<file path="src/rtl/mmio_pkg.sv">
// Shared types and constants for the mmio_bus interconnect: FSM states,
// region map of the standard SoC peripherals and error-counter helpers.
package mmio_pkg;

    typedef enum logic [1:0] {
        ST_IDLE = 2'd0,
        ST_REQ  = 2'd1,
        ST_RESP = 2'd2
    } state_t;

    localparam logic [3:0] REGION_ROM  = 4'd0;
    localparam logic [3:0] REGION_RAM  = 4'd1;
    localparam logic [3:0] REGION_VGA  = 4'd2;
    localparam logic [3:0] REGION_UART = 4'd3;

    localparam int ERR_COUNT_W = 8;

    // Saturating increment so the error counter sticks at all-ones.
    function automatic logic [ERR_COUNT_W-1:0] sat_inc(input logic [ERR_COUNT_W-1:0] value);
        logic [ERR_COUNT_W-1:0] result;
        if (value == {ERR_COUNT_W{1'b1}}) begin
            result = value;
        end else begin
            result = value + {{(ERR_COUNT_W-1){1'b0}}, 1'b1};
        end
        return result;
    endfunction

endpackage

</file>
<file path="src/rtl/mmio_decode.sv">
// Address decoder: splits a master address into slave region, in-region
// offset and a hit flag telling whether the region maps to a real slave.
module mmio_decode
    import mmio_pkg::*;
#(
    parameter int NSLAVES     = 4,
    parameter int ADDR_W      = 32,
    parameter int REGION_BITS = 4
) (
    input  logic [ADDR_W-1:0]             addr,
    output logic [REGION_BITS-1:0]        sel,
    output logic [ADDR_W-REGION_BITS-1:0] offset,
    output logic                          hit
);

    // Slave count clamped to the number of encodable regions so the limit fits.
    localparam int NS_CAP = (NSLAVES > (2 ** REGION_BITS)) ? (2 ** REGION_BITS) : NSLAVES;
    localparam logic [REGION_BITS:0] NS_LIM = (REGION_BITS + 1)'(NS_CAP);

    // Pure combinational split of the address.
    always_comb begin
        sel    = addr[ADDR_W-1 -: REGION_BITS];
        offset = addr[ADDR_W-REGION_BITS-1:0];
        hit    = ({1'b0, sel} < NS_LIM);
    end

endmodule

</file>
<file path="src/rtl/mmio_bus.sv">
// Single-outstanding memory-mapped interconnect from the core data port to
// NSLAVES peripherals with decode-error, slave-timeout and error counting.
module mmio_bus
    import mmio_pkg::*;
#(
    parameter int NSLAVES     = 4,
    parameter int ADDR_W      = 32,
    parameter int DATA_W      = 32,
    parameter int REGION_BITS = 4,
    parameter int TIMEOUT     = 255
) (
    input  logic                          clk,
    input  logic                          reset,
    input  logic                          m_valid,
    input  logic                          m_write,
    input  logic [ADDR_W-1:0]             m_addr,
    input  logic [DATA_W-1:0]             m_wdata,
    output logic                          m_ready,
    output logic [DATA_W-1:0]             m_rdata,
    output logic                          m_err,
    output logic [NSLAVES-1:0]            s_valid,
    output logic                          s_write,
    output logic [ADDR_W-REGION_BITS-1:0] s_addr,
    output logic [DATA_W-1:0]             s_wdata,
    input  logic [NSLAVES-1:0]            s_ready,
    input  logic [NSLAVES*DATA_W-1:0]     s_rdata,
    output logic [ERR_COUNT_W-1:0]        err_count
);

    localparam int OFF_W = ADDR_W - REGION_BITS;
    localparam int CNT_W = (TIMEOUT > 1) ? $clog2(TIMEOUT) : 1;
    localparam logic [CNT_W-1:0] CNT_LAST = CNT_W'(TIMEOUT - 1);

    state_t state_r;
    state_t state_nxt_s;

    logic [REGION_BITS-1:0] dec_sel_s;
    logic [OFF_W-1:0]       dec_off_s;
    logic                   dec_hit_s;

    logic [NSLAVES-1:0]     onehot_s;
    logic                   rdy_sel_s;
    logic [DATA_W-1:0]      rdata_sel_s;

    logic [CNT_W-1:0]       cnt_r, cnt_nxt_s;
    logic [REGION_BITS-1:0] sel_r, sel_nxt_s;
    logic                   ready_r, ready_nxt_s;
    logic [DATA_W-1:0]      rdata_r, rdata_nxt_s;
    logic                   err_r, err_nxt_s;
    logic [NSLAVES-1:0]     s_valid_r, s_valid_nxt_s;
    logic                   write_r, write_nxt_s;
    logic [OFF_W-1:0]       addr_r, addr_nxt_s;
    logic [DATA_W-1:0]      wdata_r, wdata_nxt_s;
    logic [ERR_COUNT_W-1:0] err_count_r, err_count_nxt_s;

    mmio_decode #(
        .NSLAVES     (NSLAVES),
        .ADDR_W      (ADDR_W),
        .REGION_BITS (REGION_BITS)
    ) u_decode (
        .addr   (m_addr),
        .sel    (dec_sel_s),
        .offset (dec_off_s),
        .hit    (dec_hit_s)
    );

    // Strobe pattern for a new request, and ready/data of the latched slave.
    always_comb begin
        onehot_s    = {NSLAVES{1'b0}};
        rdy_sel_s   = 1'b0;
        rdata_sel_s = {DATA_W{1'b0}};
        for (int i = 0; i < NSLAVES; i++) begin
            onehot_s[i] = (dec_sel_s == REGION_BITS'(i));
            rdy_sel_s   = rdy_sel_s | (s_ready[i] & (sel_r == REGION_BITS'(i)));
            rdata_sel_s = rdata_sel_s
                        | ({DATA_W{sel_r == REGION_BITS'(i)}} & s_rdata[i*DATA_W +: DATA_W]);
        end
    end

    // Next-state and next-output logic; everything holds unless a state acts on it.
    always_comb begin
        state_nxt_s     = state_r;
        cnt_nxt_s       = cnt_r;
        sel_nxt_s       = sel_r;
        ready_nxt_s     = 1'b0;
        rdata_nxt_s     = rdata_r;
        err_nxt_s       = err_r;
        s_valid_nxt_s   = s_valid_r;
        write_nxt_s     = write_r;
        addr_nxt_s      = addr_r;
        wdata_nxt_s     = wdata_r;
        err_count_nxt_s = err_count_r;

        case (state_r)
            ST_IDLE: begin
                if (m_valid) begin
                    write_nxt_s = m_write;
                    addr_nxt_s  = dec_off_s;
                    wdata_nxt_s = m_wdata;
                    sel_nxt_s   = dec_sel_s;
                    cnt_nxt_s   = {CNT_W{1'b0}};
                    if (dec_hit_s) begin
                        s_valid_nxt_s = onehot_s;
                        state_nxt_s   = ST_REQ;
                    end else begin
                        ready_nxt_s     = 1'b1;
                        err_nxt_s       = 1'b1;
                        rdata_nxt_s     = {DATA_W{1'b0}};
                        err_count_nxt_s = sat_inc(err_count_r);
                        state_nxt_s     = ST_RESP;
                    end
                end else begin
                    state_nxt_s = ST_IDLE;
                end
            end
            ST_REQ: begin
                // A slave answering on the last allowed cycle still counts as success.
                if (rdy_sel_s) begin
                    rdata_nxt_s   = write_r ? {DATA_W{1'b0}} : rdata_sel_s;
                    err_nxt_s     = 1'b0;
                    ready_nxt_s   = 1'b1;
                    s_valid_nxt_s = {NSLAVES{1'b0}};
                    state_nxt_s   = ST_RESP;
                end else if (cnt_r == CNT_LAST) begin
                    rdata_nxt_s     = {DATA_W{1'b0}};
                    err_nxt_s       = 1'b1;
                    ready_nxt_s     = 1'b1;
                    s_valid_nxt_s   = {NSLAVES{1'b0}};
                    err_count_nxt_s = sat_inc(err_count_r);
                    state_nxt_s     = ST_RESP;
                end else begin
                    cnt_nxt_s = cnt_r + {{(CNT_W-1){1'b0}}, 1'b1};
                end
            end
            ST_RESP: begin
                state_nxt_s = ST_IDLE;
            end
            default: begin
                s_valid_nxt_s = {NSLAVES{1'b0}};
                state_nxt_s   = ST_IDLE;
            end
        endcase
    end

    // FSM state register.
    always_ff @(posedge clk) begin
        if (reset) begin
            state_r <= ST_IDLE;
        end else begin
            state_r <= state_nxt_s;
        end
    end

    // Datapath, output and counter registers.
    always_ff @(posedge clk) begin
        if (reset) begin
            cnt_r       <= {CNT_W{1'b0}};
            sel_r       <= {REGION_BITS{1'b0}};
            ready_r     <= 1'b0;
            rdata_r     <= {DATA_W{1'b0}};
            err_r       <= 1'b0;
            s_valid_r   <= {NSLAVES{1'b0}};
            write_r     <= 1'b0;
            addr_r      <= {OFF_W{1'b0}};
            wdata_r     <= {DATA_W{1'b0}};
            err_count_r <= {ERR_COUNT_W{1'b0}};
        end else begin
            cnt_r       <= cnt_nxt_s;
            sel_r       <= sel_nxt_s;
            ready_r     <= ready_nxt_s;
            rdata_r     <= rdata_nxt_s;
            err_r       <= err_nxt_s;
            s_valid_r   <= s_valid_nxt_s;
            write_r     <= write_nxt_s;
            addr_r      <= addr_nxt_s;
            wdata_r     <= wdata_nxt_s;
            err_count_r <= err_count_nxt_s;
        end
    end

    assign m_ready   = ready_r;
    assign m_rdata   = rdata_r;
    assign m_err     = err_r;
    assign s_valid   = s_valid_r;
    assign s_write   = write_r;
    assign s_addr    = addr_r;
    assign s_wdata   = wdata_r;
    assign err_count = err_count_r;

endmodule

</file>
<file path="config.mk">
export PLATFORM = sky130hd
export DESIGN_NAME = mmio_bus
export DESIGN_NICKNAME = d
export VERILOG_FILES = /design/src/rtl/mmio_pkg.sv /design/src/rtl/mmio_decode.sv /design/src/rtl/mmio_bus.sv
export SDC_FILE = /design/constraint.sdc
export NUM_CORES = 1
export LEC_CHECK = 0
export ABC_AREA = 1
export CELL_PAD_IN_SITES_DETAIL_PLACEMENT = 1
export CELL_PAD_IN_SITES_GLOBAL_PLACEMENT = 1
export CORE_AREA = 2 2 114 199
export CTS_CLUSTER_DIAMETER = 100
export DETAILED_ROUTE_END_ITERATION = 6
export DIE_AREA = 0 0 116 201
export PLACE_DENSITY = 0.86
export SYNTH_ARGS = -nofsm -noshare
export SYNTH_HDL_FRONTEND = slang
export SYNTH_SLANG_ARGS = --single-unit
export TNS_END_PERCENT = 30
</file>
<file path="constraint.sdc">
create_clock -name clk -period 2 [get_ports clk]
set_input_delay 0.4 -clock clk [delete_from_list [all_inputs] [get_ports clk]]
set_output_delay 0.4 -clock clk [all_outputs]
set_load 0.01 [all_outputs]
</file>
==> impl_summary.txt <==
----------------------------------------------------
[Logic synthesis]
  Largest area contributor in the netlist ... sky130_fd_sc_hd__dfxtp_1
  Synthesized instance count ... ~800
  Top area cells in the synthesized netlist ... sky130_fd_sc_hd__dfxtp_1 (43%), sky130_fd_sc_hd__nand3_1 (10%), sky130_fd_sc_hd__nand2_1 (10%)
  Mean instance size in the synthesized netlist ... 6.86 um2
  Post-synth design cell area ... 5590 um2
  Number of warning messages in the yosys log ... 0
  Area share of the largest cell type after synthesis ... 43.4%
  List of most frequent post-synthesis cells ... sky130_fd_sc_hd__nand2_1 (149), sky130_fd_sc_hd__nor2_1 (148), sky130_fd_sc_hd__dfxtp_1 (121)
  Share of flip-flops with an asynchronous set or reset ... 0%
  Leading cell type by number of instances after synthesis ... sky130_fd_sc_hd__nand2_1
  Number of storage elements in the synthesis netlist ... approximately 120
  EDFF count, synth ... 0
  Ys flop type ... sky130_fd_sc_hd__dfxtp_1
  Cell variety after synth ... 24
  Number of nets in the synthesized netlist ... 1,017
  Sequential-to-total area share from yosys stat ... 43.4%

[Floorplan]
  Cell Rows ... 72
  Die width ... between 100 and 150 um
  Placeable Area ... 21,800 um2
  Die outline area ... 23,300 um2
  Number of top-level pins ... 307
  Initial core utilization ... 25.6%
  Height of the chip ... 201 um

[STA]
  Clock period minus final worst setup slack ... around 1.9 ns
  Worst slew margin relative to its limit ... 72.6%
  Final Cycle Share ... a little over nine tenths
  Smallest hold slack ... approximately 0.46 ns
  Tightest Pin Transition ... 0.412 ns
  Count of final setup violators ... 0
  Worst-case clock skew ... 0.00765 ns
  Final hold vios ... 0
  Count of final max-slew check failures ... 0
  Fmax ... 533 MHz

[Finish]
  Ratio of cells with drive above 1 in the final layout ... a little under 7%
  Finished Cell Area ... 9800 um2
  Diodes inserted ... 0
  Final #Nets ... 1,319
  Layout filler cell count ... approximately 2,700
  Relative area change from synthesis to final layout ... 75.4%

[Power and ir drop]
  Clk network pwr share ... 44.6%
  Internal power ... ~5.7 mW
  PwrDens ... approximately 800 nW/um2
  Flop pwr share ... about 34%
  Fraction of power consumed by combinational cells ... 21.0%
  Static Leakage ... 3.73 nW
  Power, Total ... ~7.7 mW
  Switching Share ... between 20% and 30%
  Peak VDD IR ... 0.404 mV
  Net Switching ... 1.96 mW

[Clock network]
  Buffer levels on the longest clock path ... 2
  Clk_lat worst skew ... around 0.4 ns
  CTS tree ... built
  Post-CTS setup buffer count ... 0
  Number of CTS-inserted buffers ... 17
  Clock slew at reported path FFs ... 0.06 ns
  Root Buffer Master ... sky130_fd_sc_hd__clkbuf_16
  # clock sinks ... 121
  H-tree Lvls ... 4

[Setup path]
  Worst Setup End Kind ... flip-flop
  Required @ worst endpoint ... 2.30 ns
  Type of the worst setup path ... flip-flop to flip-flop
  Worst-path maximum fanout ... 6
  Crit path from ... cnt_r[1]$_SDFFE_PP0P_
  CP startpoint kind ... flip-flop
  Reg-to-reg critical path startpoint ... cnt_r[1]$_SDFFE_PP0P_
  Arrival time of the worst setup path ... 2.17 ns

[Outcome]
  Outcome ... completed

[Worst hold path]
  Hold wc startpoint ... m_rdata[30]$_SDFFE_PP0P_
  Hold crit path type ... flip-flop to flip-flop

[Routing]
  Total wire length after detailed routing ... 24,400 um
  Detailed router's first-iteration violation count ... between 200 and 250
  Routed length on met1 ... 9220 um
  Remaining routing DRC violations ... 0
  Number of vias per cell ... around 4.8
  Drt wl/cell ... 17.1 um
  Initial DRT Pass Iterations ... 4
  Top Metal Used ... met4
  Routed wire length on met2 ... around 13,000 um
  Number of nets with antenna violations after detailed routing ... 0
  Wire length on met3 ... 1380 um
  Via count ... 6,835

[Run]
  Number of maximum-capacitance constraint violations ... 0

[Global route]
  Wire length of the first global-routing pass ... 38,300 um
  Number of global-route vias before repair ... ~7,400
  Number of antenna violations at the first check in global routing ... 0
  Global route overflow ... 0
  Pin count of the biggest net entering global routing ... 83
  Overall track demand over capacity in global routing ... 20.8%

[Placement]
  Detailed placement HPWL ... ~18,000 um
  Global placer's final weighted congestion ... 0.856
  Count of port buffers added during placement ... 306
  Instance area after placement ... 9140 um2

----------------------------------------------------
==> kinds of logic after synthesis <==
kind of cell               share of synthesized area (%)
AOI/OAI and AO/OA                                   11.7
xor gates and xnor gates                           0.941
adders and majority gates                          0.672
buffers and inverters                               6.00
DFF                                                 43.4
and+or+nand+nor                                     37.3
==> timing repair <==
action,4_1_cts,5_1_grt
hold buffers,0,0
gates resized for setup,0,2
endpoints found under the setup margin,0,6
==> worst max-delay path, stage by stage (launching register included) <==
cell and delay, ns:
sky130_fd_sc_hd__dfxtp_1 0.41, sky130_fd_sc_hd__ha_1 0.18, sky130_fd_sc_hd__nand2_1 0.06, sky130_fd_sc_hd__nor2_1 0.24
sky130_fd_sc_hd__nand3_2 0.17, sky130_fd_sc_hd__nand2_1 0.09, sky130_fd_sc_hd__inv_1 0.11, sky130_fd_sc_hd__nand3_1 0.16
sky130_fd_sc_hd__buf_4 0.17, sky130_fd_sc_hd__nand2_1 0.05, sky130_fd_sc_hd__inv_1 0.08, sky130_fd_sc_hd__nor2_1 0.05
==> flip-flops by register name (all words and copies together), names as in the netlist <==
name,flops
cnt_r,8
m_ready,1
s_wdata,32
state_r,2
m_rdata,32
s_valid,4
sel_r,4
s_addr,28
err_count,8
s_write,1
m_err,1
==> cell type report <==
class,instances,area (um2),share of cell area (%)
Inverter,27,101,1.03
Multi-Input combinational cell,609,2850,29.1
Sequential cell,121,2420,24.7
Clock inverter,7,163,1.66
Tap cell,296,370,3.78
Timing Repair Buffer,340,3400,34.7
Clock buffer,25,485,4.96
==> per-layer routing <==
layer | up-vias | GRT usage, %
met4 | 0 | 8.25
met2 | 226 | 38.9
met5 | - | 0
met1 | 3248 | 22.1
met3 | 34 | 4.35
li1 | 3327 | -
==> placed cells by master, fill, tap and decap left out, drive strengths merged, types with 5 or more instances in the layout <==
cell type and instances:
clkbuf 25, a21oi 56, nand3 113, dfxtp 121, o21ai 70, inv 26
buf 35, clkdlybuf4s50 305, nand2 149, bufinv 5, nand4 49, nor2 156
==> power by group through the flow <==
stage,clock network (mW),logic (mW),registers (mW)
after floorplan,0,0.584,2.74
after global placement,0,1.58,2.68
after detailed placement,0,1.61,2.69
after CTS,3.51,1.62,2.64
after global routing,3.61,1.75,2.66
final,3.42,1.61,2.64
==> metrics by stage <==
stage          instances  setup slack (ns)  setup TNS, ns  util [%]
6_report            1425             0.125              0      44.9
5_1_grt             1425           -0.0230         -0.102      44.9
4_1_cts             1425             0.113              0      44.9
3_5_place_dp        1393            -0.128          -2.68      41.9
3_3_place_gp        1393            -0.114          -1.04      41.9
2_1_floorplan        814             0.395              0         -
==> final timing paths <==
kind / to / slack [ns] / depth (start not counted)
max: cnt_r[6]$_SDFFE_PP0P_ / 0.13 / 11
min: m_rdata[30]$_SDFFE_PP0P_ / 0.46 / 2
max reg2reg: cnt_r[6]$_SDFFE_PP0P_ / 0.13 / 11
min reg2reg: m_rdata[30]$_SDFFE_PP0P_ / 0.46 / 2
Power figures use the tool's default switching activity.
